## src/rtl/pipe_stage_reg.sv

```systemverilog
// Reusable pipeline stage register: packed payload + control under valid/ready, with flush and optional skid entry.
// Latency 1 cycle; SKID=1 registers in_ready (2 entries), SKID=0 passes out_ready through to in_ready.
module pipe_stage_reg #(
    parameter int DATA_W = 128,
    parameter int CTRL_W = 24,
    parameter int SKID   = 1,
    parameter int CNT_W  = 16
) (
    input  logic              clk,
    input  logic              rst,
    input  logic              in_valid,
    output logic              in_ready,
    input  logic [DATA_W-1:0] in_data,
    input  logic [CTRL_W-1:0] in_ctrl,
    input  logic              flush,
    output logic              out_valid,
    input  logic              out_ready,
    output logic [DATA_W-1:0] out_data,
    output logic [CTRL_W-1:0] out_ctrl,
    output logic [CNT_W-1:0]  stall_cnt
);

    logic              main_valid;
    logic [DATA_W-1:0] main_data;
    logic [CTRL_W-1:0] main_ctrl;
    logic              in_xfer;
    logic              out_xfer;

    assign in_xfer  = in_valid & in_ready;
    assign out_xfer = main_valid & out_ready;

    generate
        if (SKID != 0) begin : g_skid
            logic              skid_valid;
            logic [DATA_W-1:0] skid_data;
            logic [CTRL_W-1:0] skid_ctrl;

            // Only skid_valid (a flop) gates acceptance, so out_ready never reaches in_ready.
            assign in_ready = ~rst & ~skid_valid;

            always_ff @(posedge clk) begin
                if (rst) begin
                    main_valid <= 1'b0;
                    main_data  <= '0;
                    main_ctrl  <= '0;
                    skid_valid <= 1'b0;
                    skid_data  <= '0;
                    skid_ctrl  <= '0;
                end else if (flush) begin
                    main_valid <= 1'b0;
                    skid_valid <= 1'b0;
                end else if (out_xfer) begin
                    if (skid_valid) begin
                        main_data  <= skid_data;
                        main_ctrl  <= skid_ctrl;
                        skid_valid <= 1'b0;
                    end else if (in_xfer) begin
                        main_data  <= in_data;
                        main_ctrl  <= in_ctrl;
                    end else begin
                        main_valid <= 1'b0;
                    end
                end else if (in_xfer) begin
                    if (main_valid) begin
                        skid_data  <= in_data;
                        skid_ctrl  <= in_ctrl;
                        skid_valid <= 1'b1;
                    end else begin
                        main_data  <= in_data;
                        main_ctrl  <= in_ctrl;
                        main_valid <= 1'b1;
                    end
                end
            end
        end else begin : g_single
            assign in_ready = ~rst & (~main_valid | out_ready);

            always_ff @(posedge clk) begin
                if (rst) begin
                    main_valid <= 1'b0;
                    main_data  <= '0;
                    main_ctrl  <= '0;
                end else if (flush) begin
                    main_valid <= 1'b0;
                end else if (in_xfer) begin
                    main_data  <= in_data;
                    main_ctrl  <= in_ctrl;
                    main_valid <= 1'b1;
                end else if (out_xfer) begin
                    main_valid <= 1'b0;
                end
            end
        end
    endgenerate

    always_ff @(posedge clk) begin
        if (rst) begin
            stall_cnt <= '0;
        end else if (main_valid && !out_ready && (stall_cnt != {CNT_W{1'b1}})) begin
            stall_cnt <= stall_cnt + {{(CNT_W-1){1'b0}}, 1'b1};
        end
    end

    assign out_valid = main_valid;
    assign out_data  = main_data;
    assign out_ctrl  = main_valid ? main_ctrl : '0;

endmodule

```

## config.mk

```make
export PLATFORM = sky130hd
export DESIGN_NAME = pipe_stage_reg
export DESIGN_NICKNAME = d
export VERILOG_FILES = /design/src/rtl/pipe_stage_reg.sv
export SDC_FILE = /design/constraint.sdc
export NUM_CORES = 1
export LEC_CHECK = 0
export BUFFER_PORTS_ARGS = -buffer_cell sky130_fd_sc_hd__buf_2
export CAP_MARGIN = 20
export CORE_MARGIN = 2
export CORE_UTILIZATION = 50
export DETAILED_ROUTE_END_ITERATION = 10
export PLACE_DENSITY_LB_ADDON = 0.3
export SKIP_LAST_GASP = 1
export SLEW_MARGIN = 20
export SYNTH_ARGS = -nofsm -noshare
export SYNTH_HDL_FRONTEND = slang
export SYNTH_SLANG_ARGS = --single-unit
```

## constraint.sdc

```tcl
create_clock -name clk -period 3 [get_ports clk]
set_clock_uncertainty 0.2 [all_clocks]
set_input_delay 0.75 -clock clk [delete_from_list [all_inputs] [get_ports clk]]
set_output_delay 0.75 -clock clk [all_outputs]
set_load 0.005 [all_outputs]
```

# --- Word-level counts from Yosys, hierarchy flattened ---
# Cells that the tools add are included.
op_classes:
  shift: 0
  add_sub_neg: 1
  div: 0
  bitwise: 7
  muxes: 15
  n_reduce_logical: 11
  multipliers: 0
  order_cmp: 0
  eq_ne: 4
op_table:
  columns: ["operator", "count"]
  rows:
  - ["$mux W128", 5]
  - ["$mux W24", 6]
  - ["$add A16 B1 Y16 const B", 1]
  - ["$ne A16 B16 Y1 const B", 1]
  - ["$reduce_and A4 Y1", 2]
  - ["$mux W1", 4]
  - ["$ne A2 B2 Y1 const B", 2]
  - ["$not A1 Y1", 4]
  - ["$reduce_bool A2 Y1", 2]
  - ["$and A1 B1 Y1", 3]
  - ["$reduce_and A3 Y1", 1]
  - ["$reduce_or A3 Y1", 1]
  - ["$logic_and A1 B1 Y1", 2]
  - ["$ne A2 B1 Y1 const B", 1]
  - ["$reduce_and A2 Y1", 1]
  - ["$reduce_or A2 Y1", 1]
  - ["$logic_not A1 Y1", 1]
word_totals:
  memories: 0
  register_bits: 322
  input_bits: 157
  latchBits: 0
  mem_bits_ro: 0
  ram_bits: 0

# --- Depth between registers and ports, before layout ---
# Gate-level depths: netlist of run 1.
logic_depth:
  depth_word: 6
  mapped_depth: 7
  depth_no_buf: 5

# --- Least setup slack after synthesis of run 1 ---
# No wires, ideal clock.
synth_timing:
  path_type: "input to output"
  start: "input rst"
  end: "output in_ready"
  arrival_time_ns: 1.591
  slack_ns: 0.459
  n_path_buf: 3
  stages: 4
  path_cell_list: "clkbuf_1 > clkbuf_1 > buf_1 > nor2_1"
synth_between:
  elab_chain_cells: 2
synth_rtl:
  columns: ["element", "line_no", "rtl"]
  rows:
  - ["start, declared", "10", "input logic rst,"]
  - ["$not A1 Y1", "39", "assign in_ready = ~rst & ~skid_valid;"]
  - ["$and A1 B1 Y1", "39", null]
  - ["end, declared", "12", "output logic in_ready,"]
# Every way passes these cells.

# --- Worst setup path in the final report of run 1 ---
layout_timing:
  start: "register main_valid, in the netlist out_valid"
  end: "output out_ctrl[14]"
layout_between:
  elab_chain_cells: 1
layout_rtl:
  columns: ["element", "line_no", "rtl"]
  rows:
  - ["start, declared", "23", "logic main_valid;"]
  - ["start signal, assigned", "43", "main_valid <= 1'b0;"]
  - ["start signal, assigned", "50", "main_valid <= 1'b0;"]
  - ["start signal, assigned", "61", "main_valid <= 1'b0;"]
  - ["$mux W24", "106", "assign out_ctrl = main_valid ? main_ctrl : '0;"]
  - ["end, declared", "19", "output logic [CTRL_W-1:0] out_ctrl,"]
# Every way passes these cells.

==> results.json, run 1 <==
{
  "status": "finished clean",
  "p_sw_mw": 2.08,
  "cts_resized": 0,
  "placementRows": 58,
  "slew_viol_final": 0,
  "setup_ws_ns": 0.412,
  "synth_cell_types": 36,
  "grt_pass1_vias": 10400,
  "p_int_mw": 7.28,
  "setup.worst_path.class": "reg -> out",
  "cts_tree": "done",
  "pre_cts_ws_ns": 0.272,
  "power.leakage_nw": 7.26,
  "yosys_warnings": 0,
  "netlist_top_cells_area": "dfxtp_1 (50%), mux2i_1 (12%), nand2_1 (8.9%), a211oi_1 (8.3%), a21oi_1 (6.2%)",
  "synthTopCellsByCount": "dfxtp_1 (322), nand2_1 (308), a21oi_1 (161), nor2_1 (161), mux2i_1 (154)",
  "switching_share": 0.222,
  "synth.most_common_cell": "dfxtp_1",
  "worst-r2r-cell-count": 4,
  "synth-xor-area-share": 0.000677,
  "slowest_delay_ns": 0.53,
  "p_seq_frac": 0.478,
  "die_h_um": 165,
  "synthAdderAreaFrac": 0.000967,
  "netlist_instances": 1474,
  "clk_latency_ns": 0.50,
  "start_kind": "flip-flop",
  "wl_per_cell_um": 15.4,
  "synth-simple-area-share": 0.169,
  "gr-total-overflow": 0,
  "synth_seq_cells": 322,
  "portBuffers": 326,
  "synth_top_family_by_area": "simple AND/OR/NAND/NOR gates",
  "die_area_sq_mm": 0.0272,
  "h-tree-depth": 2,
  "slowest_stage": "dfxtp_1",
  "drtPass1Iterations": 5,
  "r2r-start": "out_valid",
  "setup_viol_count_final": 0,
  "synth_ff_type": "dfxtp_1",
  "globalplace.congestion": 0.797,
  "max_freq_ghz": 0.386,
  "fillers": 2192,
  "crit_chain": "buf_4, and2_1, buf_2",
  "cp_top_family": "flip-flops",
  "clkSlewWorstSetupHoldPaths_ns": 0.06,
  "worst_slew_pin_slew_ns": 0.890,
  "seq_area_sq_mm": 0.00645,
  "multi_input_area_sq_mm": 0.00594,
  "drive_gt1_frac": 0.240,
  "cts_hold_buffers": 0,
  "syn_area_sq_mm": 0.0129,
  "synth_edf_count": 0,
  "synth-compound-area-share": 0.164,
  "synth_area_leader_cell": "dfxtp_1",
  "r2r_slack_ns": 0.57,
  "hold_viol": 0,
  "post-route-period-util": 0.863,
  "drt-initial-drc-count": 658,
  "syn_avg_cell_area_sq_um": 8.78,
  "grt_max_degree": 103,
  "endpoint_kind": "primary output",
  "ir_worst_vdd_uv": 416,
  "cp_num_buf_inv": 2,
  "finalSetupTns_ns": 0,
  "min_from": "g_skid.skid_data[54]",
  "cts_setup_buffers": 0,
  "timing.rr.end": "stall_cnt[13]",
  "powerDensity_mw_per_mm2": 587,
  "cts_max_path_buffers": 3,
  "avgViaCountPerCell": 5.34,
  "synth_mux_area_frac": 0.123,
  "grt_pass1_wl_um": 50800,
  "wl_um": 32200,
  "cp.arrival_ns": 1.64,
  "syn-num-nets": 1632,
  "synthToLayoutAreaGrowth_pct": 23.3,
  "final_area_sq_mm": 0.0160,
  "antenna_left": 0,
  "cp_data_required_time_ns": 2.05,
  "chipWidth_um": 165,
  "antenna_found_initial": 5,
  "cap_violations": 0,
  "cts_num_sinks": 322,
  "rsz0062_at_grt": "false",
  "hold_class": "reg -> reg",
  "initial_core_util": 0.511,
  "dpl-instance-area_sq_mm": 0.0148,
  "root_buffer": "clkbuf_16",
  "relSlewSlack": 0.407,
  "layout.nets": 1897,
  "p_comb_frac": 0.073,
  "hold_depth": 2,
  "ios": 327,
  "holdWs_ns": 0.251,
  "core_sq_mm": 0.0253,
  "grt.total_usage": 0.227,
  "hpwl_um": 20900,
  "crit_path_max_fanout": 23,
  "pwr-share-clk": 0.449,
  "drc": 0,
  "cts_made_buffers": 35,
  "finalCriticalPeriod_ns": 2.59,
  "seq_area_frac_synth": 0.498,
  "netlist.area_leader.share": 0.498,
  "route.vias.total": 11200,
  "holdPathEnd": "g_skid.skid_data[54]",
  "async_flop_share": 0
}
[final cells by class]
type	count	area share
Sequential cell	322	0.404
Multi-Input combinational cell	1024	0.372
Timing Repair Buffer	352	0.125
Clock buffer	51	0.0651
Tap cell	330	0.0259
Clock inverter	9	0.00635
Inverter	4	0.000941
Antenna cell	5	0.000784
[tightest hold or removal path, cell delays in order (launching register included)]
cell,delay (ns)
dfxtp_1,0.30
nand2_1,0.05
a21oi_1,0.05
[metrics by stage]
| stage | power [mW] | utilization | cells |
|---|---|---|---|
| after floorplan | 4.92 | - | 1474 |
| after detailed placement | 5.25 | 0.584 | 2032 |
| after CTS | 9.46 | 0.629 | 2092 |
| after global placement | 5.23 | 0.584 | 2032 |
| after global routing | 9.72 | 0.630 | 2095 |
| final | 9.36 | 0.630 | 2097 |
[state kept, by name (all words and copies together), names as in the netlist]
register,count
main_ctrl,24
g_skid.skid_data,128
g_skid.skid_ctrl,24
g_skid.skid_valid,1
stall_cnt,16
out_valid,1
out_data,128
[cells in the final DEF, fill, tap and decap left out, types with 6 or more instances in the layout]
cell / instances
nor2_1: 161
buf_12: 12
a21oi_1: 161
clkbuf_1: 8
nand4_1: 7
o21ai_0: 7
a211oi_1: 143
clkbuf_16: 37
nand2_1: 308
a211oi_2: 10
and2_1: 24
buf_2: 325
mux2i_1: 154
nand2b_1: 6
nor2b_1: 6
dfxtp_1: 322
buf_4: 14
clkbuf_8: 6
[worst max path at each step]
| stage | from | to | slack, ns | cells past startpoint |
|---|---|---|---|---|
| 2_1_floorplan | rst | in_ready | 0.46 | 4 |
| 3_3_place_gp | out_ready | stall_cnt[13] | 0.35 | 5 |
| 3_5_place_dp | out_ready | stall_cnt[13] | 0.27 | 5 |
| 4_1_cts | out_valid | out_ctrl[14] | 0.39 | 3 |
| 5_1_grt | out_valid | out_ctrl[2] | 0.32 | 3 |
| 6_report | out_valid | out_ctrl[14] | 0.41 | 3 |
[routing by layer]
| layer | share of wire | global-route usage | up-vias |
|---|---|---|---|
| li1 | - | - | 5629 |
| met4 | 0.027 | 0.0791 | 2 |
| met3 | 0.078 | 0.0678 | 65 |
| met1 | 0.43 | 0.278 | 5202 |
| met2 | 0.47 | 0.378 | 293 |
| met5 | 0.00040 | 0 | - |
[cell families after synthesis]
group                    Yosys count
buffers and inverters            128
flip-flops                       322
AO/OA/AOI/OAI                    328
multiplexers                     158
XOR/XNOR                           1
adder cells (fa/ha/maj)            1
AND/OR/NAND/NOR                  536
[power groups by stage]
stage          clock network [mW]  registers (mW)  logic, mW
3_3_place_gp                    0            4.56      0.671
3_5_place_dp                    0            4.56      0.689
2_1_floorplan                   0            4.57      0.356
6_report                     4.20            4.47      0.686
5_1_grt                      4.47            4.48      0.767
4_1_cts                      4.30            4.47      0.692
(Power assumes the default switching activity.)
==> run 2: changes to the inputs <==
--- a/config.mk
+++ b/config.mk
@@ -7,8 +7,9 @@
 export LEC_CHECK = 0
 export BUFFER_PORTS_ARGS = -buffer_cell sky130_fd_sc_hd__buf_2
 export CAP_MARGIN = 20
+export CORE_ASPECT_RATIO = 1.4
 export CORE_MARGIN = 2
-export CORE_UTILIZATION = 50
+export CORE_UTILIZATION = 40
 export DETAILED_ROUTE_END_ITERATION = 10
 export PLACE_DENSITY_LB_ADDON = 0.3
 export SKIP_LAST_GASP = 1
==> run 2 against run 1 <==
  * Hold slack better by 0.0017 ns
  * Combinational power grew 0.7%
  * Maximum frequency shrank 3.9%
  * Core utilization is 12 points lower
  * First-iteration DRC count down 14%
  * Clock power is 2% higher
  * Critical endpoint is now out_ctrl[6]
==> results.json, run 2 (synthesis results as in run 1) <==
{
  "status": "finished clean",
  "cts_max_path_buffers": 3,
  "start_kind": "flip-flop",
  "r2r_slack_ns": 0.63,
  "die_area_sq_mm": 0.0338,
  "die_h_um": 217,
  "initial_core_util": 0.408,
  "ios": 327,
  "seq_area_sq_mm": 0.00645,
  "ir_worst_vdd_uv": 490,
  "finalPower_mw": 9.43,
  "setup_viol_count_final": 0,
  "antenna_left": 0,
  "clkSlewWorstSetupHoldPaths_ns": 0.06,
  "relSlewSlack": 0.350,
  "antenna_found_initial": 9,
  "post-route-util": 0.510,
  "h-tree-depth": 2,
  "grt_pass1_vias": 10600,
  "grt_max_degree": 212,
  "pre_cts_ws_ns": 0.317,
  "setup.worst_path.class": "reg -> out",
  "cap_violations": 0,
  "portBuffers": 326,
  "drive_gt1_frac": 0.242,
  "root_buffer": "clkbuf_16",
  "cts_num_sinks": 322,
  "drt-initial-drc-count": 563,
  "cts_made_buffers": 34,
  "finalSetupTns_ns": 0,
  "core_sq_mm": 0.0317,
  "max_freq_ghz": 0.371,
  "route.vias.total": 11100,
  "slew_viol_final": 0,
  "mostFrequentLayoutCell": "buf_2",
  "hold_class": "reg -> reg",
  "cp_data_required_time_ns": 2.05,
  "cp.arrival_ns": 1.74,
  "fillers": 2958,
  "power.leakage_nw": 7.31,
  "cts_resized": 0,
  "layout.nets": 1899,
  "clk_latency_ns": 0.51,
  "synthToLayoutAreaGrowth_pct": 25.0,
  "gr-total-overflow": 0,
  "worst_slew_pin_slew_ns": 0.975,
  "multi_input_area_sq_mm": 0.00594,
  "crit_path_max_fanout": 23,
  "final_cell_mix": "buf_2 (325), dfxtp_1 (322), nand2_1 (308)",
  "avgViaCountPerCell": 5.11,
  "rsz0062_at_grt": "false",
  "cts_tree": "done",
  "cts_setup_buffers": 0,
  "setup_ws_ns": 0.306,
  "hold_viol": 0,
  "drtPass1Iterations": 6,
  "chipWidth_um": 156,
  "endpoint_kind": "primary output",
  "drc": 0,
  "cts_hold_buffers": 0,
  "grt.total_usage": 0.194,
  "globalplace.congestion": 0.805,
  "grt_pass1_wl_um": 54000,
  "hpwl_um": 22200,
  "powerDensity_mw_per_mm2": 583,
  "placementRows": 77,
  "wl_um": 33900,
  "finalCriticalPeriod_ns": 2.69,
  "post-route-period-util": 0.898,
  "wl_per_cell_um": 15.6
}
run 2: cell count changes in the layout (fill, tap and decap cells not counted):
cell / before / now
clkinv_4: 1 / 0
buf_12: 12 / 21
buf_4: 14 / 8
clkinv_2: 5 / 7
diode_2: 5 / 7
clkbuf_1: 8 / 9
run 2: area by class of cell:
type                    instances  share of cell area
flip-flops and latches        322               0.398
multi-input cells            1024               0.367
repair buffers                355               0.131
clock buffers                  52              0.0644
well taps                     395              0.0305
clock inverters                10             0.00634
diodes                          7             0.00108
inverters                       4            0.000928
run 2: worst max-delay path: stages, from the launching register on:
cell and delay (ns):
dfxtp_1 0.60, buf_4 0.33, and2_1 0.19, buf_2 0.12
run 2: worst paths after layout:
| check | startpoint | end | depth (start not counted) |
|---|---|---|---|
| min reg2reg | g_skid.skid_data[50] | g_skid.skid_data[50] | 2 |
| min | g_skid.skid_data[50] | g_skid.skid_data[50] | 2 |
| max reg2reg | out_valid | stall_cnt[14] | 5 |
| max | out_valid | out_ctrl[6] | 3 |
run 2: metal layers:
metal / share of wire / global-route usage / vias up
li1: - / - / 5624
met1: 0.41 / 0.222 / 5109
met2: 0.49 / 0.340 / 260
met3: 0.059 / 0.0482 / 82
met4: 0.044 / 0.0899 / 4
met5: 0.00071 / 0 / -
run 2: where the power goes:
group | switching (mW) | internal [mW]
Combinational | 0.380 | 0.310
Sequential | 0.0670 | 4.41
Clock | 1.70 | 2.57
run 2: per-stage QoR:
stage               hold WS [ns]  cells  cell area (sq um)
global route               0.258   2169              16200
finish                     0.252   2169              16200
floorplan                  0.236   1474              12900
detailed placement         0.246   2100              15000
CTS                        0.244   2162              16200
global placement           0.240   2100              15000
==> run 3: changes to the inputs <==
--- a/config.mk
+++ b/config.mk
@@ -11,7 +11,7 @@
 export CORE_MARGIN = 2
 export CORE_UTILIZATION = 40
 export DETAILED_ROUTE_END_ITERATION = 10
-export PLACE_DENSITY_LB_ADDON = 0.3
+export REMOVE_ABC_BUFFERS = 1
 export SKIP_LAST_GASP = 1
 export SLEW_MARGIN = 20
 export SYNTH_ARGS = -nofsm -noshare
==> run 3 against run 2 <==
  * Non-clock buffer count increased by 6
  * Clock-buffer cell count decreased by 7
  * Power decreased by 2.8%
  * Die area unchanged
  * Sequential share of layout area increased by 0.20 points
  * Design area decreased by 0.49%
  * Sequential cell count unchanged
  * Setup slack improved by 0.044 ns
  * First-iteration DRC count increased by 0.71%
  * Critical path type unchanged
  * Critical endpoint is now out_ctrl[19]
  * Highest routed layer unchanged
==> results.json, run 3 (synthesis results as in run 1) <==
{
  "h-tree-depth": 1,
  "max_freq_ghz": 0.377,
  "ios": 327,
  "slowest_stage": "dfxtp_1",
  "powerDensity_mw_per_mm2": 569,
  "crit_chain": "buf_4, and2_1, buf_2",
  "crit_path_max_fanout": 16,
  "drc": 0,
  "core_sq_mm": 0.0317,
  "slowest_delay_ns": 0.55,
  "portBuffers": 326,
  "grt_max_degree": 155,
  "ir_worst_vdd_uv": 562,
  "start_kind": "flip-flop",
  "power.leakage_nw": 7.30,
  "gr-total-overflow": 0,
  "endpoint_kind": "primary output",
  "cp_num_buf_inv": 2,
  "layout.nets": 1902,
  "cts_made_buffers": 31,
  "clkSlewWorstSetupHoldPaths_ns": 0.06,
  "placementRows": 77,
  "antenna_left": 0,
  "cts_resized": 0,
  "die_h_um": 217,
  "setup_viol_count_final": 0,
  "grt.total_usage": 0.196,
  "grt_pass1_vias": 10200,
  "chipWidth_um": 156,
  "clk_latency_ns": 0.56,
  "wl_um": 34600,
  "hold_depth": 3,
  "cts_num_sinks": 322,
  "final_cell_mix": "buf_2 (325), dfxtp_1 (322), nand2_1 (308)",
  "die_area_sq_mm": 0.0338,
  "cts_max_path_buffers": 3,
  "final_area_sq_mm": 0.0161,
  "route.vias.total": 11100,
  "hold_class": "in -> reg",
  "cp_top_family": "flip-flops",
  "root_buffer": "clkbuf_16",
  "finalSetupTns_ns": 0,
  "cts_tree": "done",
  "fillers": 3061,
  "dpl-instance-area_sq_mm": 0.0150,
  "slew_viol_final": 0,
  "cts_hold_buffers": 0,
  "hold_viol": 0,
  "r2r_slack_ns": 0.70,
  "finalCriticalPeriod_ns": 2.65,
  "r2r-start": "out_valid",
  "worst-r2r-cell-count": 4,
  "avgViaCountPerCell": 5.12,
  "initial_core_util": 0.408,
  "hpwl_um": 22800,
  "min_from": "in_data[38]",
  "relSlewSlack": 0.365,
  "wl_per_cell_um": 16.0,
  "status": "finished clean",
  "multi_input_area_sq_mm": 0.00594,
  "mostFrequentLayoutCell": "buf_2",
  "drt-initial-drc-count": 567,
  "cp.arrival_ns": 1.70,
  "synthToLayoutAreaGrowth_pct": 24.4,
  "cap_violations": 0,
  "drive_gt1_frac": 0.243,
  "cp_data_required_time_ns": 2.05,
  "antenna_found_initial": 7,
  "holdPathEnd": "g_skid.skid_data[38]",
  "seq_area_sq_mm": 0.00645,
  "drtPass1Iterations": 5,
  "grt_pass1_wl_um": 53900,
  "globalplace.congestion": 0.791,
  "cts_setup_buffers": 0,
  "rsz0062_at_grt": "false",
  "setup.worst_path.class": "reg -> out",
  "post-route-period-util": 0.883,
  "timing.rr.end": "stall_cnt[13]",
  "worst_slew_pin_slew_ns": 0.952
}
==> run 3: cell type report <==
| cell class | instances | area share |
|---|---|---|
| inverter | 4 | 0.000933 |
| multi-input combinational | 1024 | 0.369 |
| sequential | 322 | 0.400 |
| tap | 395 | 0.0307 |
| clock buffer | 45 | 0.0570 |
| antenna | 3 | 0.000466 |
| timing repair buffer | 361 | 0.134 |
| clock inverter | 10 | 0.00777 |
==> run 3: worst max-delay path by stage <==
| stage | from | end | depth (start not counted) |
|---|---|---|---|
| detailed placement | rst | out_data[127] | 8 |
| global placement | out_ready | stall_cnt[13] | 5 |
| CTS | out_valid | out_ctrl[19] | 3 |
| finish | out_valid | out_ctrl[19] | 3 |
| floorplan | rst | main_ctrl[0] | 3 |
| global route | out_valid | out_ctrl[19] | 3 |
==> run 3: layer usage <==
metal  GRT usage  routed length, um  up-vias
met2       0.335              17200      276
met4      0.0691               1020        6
met3      0.0406               2070       57
met5           0                 41        -
met1       0.244              14300     5113
li1            -                  -     5628
==> run 3: stage by stage <==
| step | worst slack, ns | hold WS, ns | std cells | utilization | total power [mW] |
|---|---|---|---|---|---|
| finish | 0.350 | 0.239 | 2164 | 0.508 | 9.17 |
| global route | 0.262 | 0.221 | 2164 | 0.508 | 9.54 |
| CTS | 0.303 | 0.208 | 2161 | 0.508 | 9.31 |
| detailed placement | 0.315 | 0.246 | 2106 | 0.475 | 5.28 |
| global placement | 0.340 | 0.240 | 2106 | 0.475 | 5.26 |
| floorplan | -6.24 | 0.230 | 1350 | - | 4.90 |
==> run 3: worst reg2reg max path, cell delays in order, from the launching register on <==
cell and delay, ns:
dfxtp_1 0.55, nand2b_1 0.18, or3_1 0.52, nor4b_1 0.38, mux2_2 0.38
==> run 3: power by group <==
group,switching [mW],total (mW),leakage [nW],internal (mW)
logic,0.384,0.693,4.17,0.309
clock network,1.63,3.99,0.522,2.36
registers,0.0746,4.48,2.61,4.40
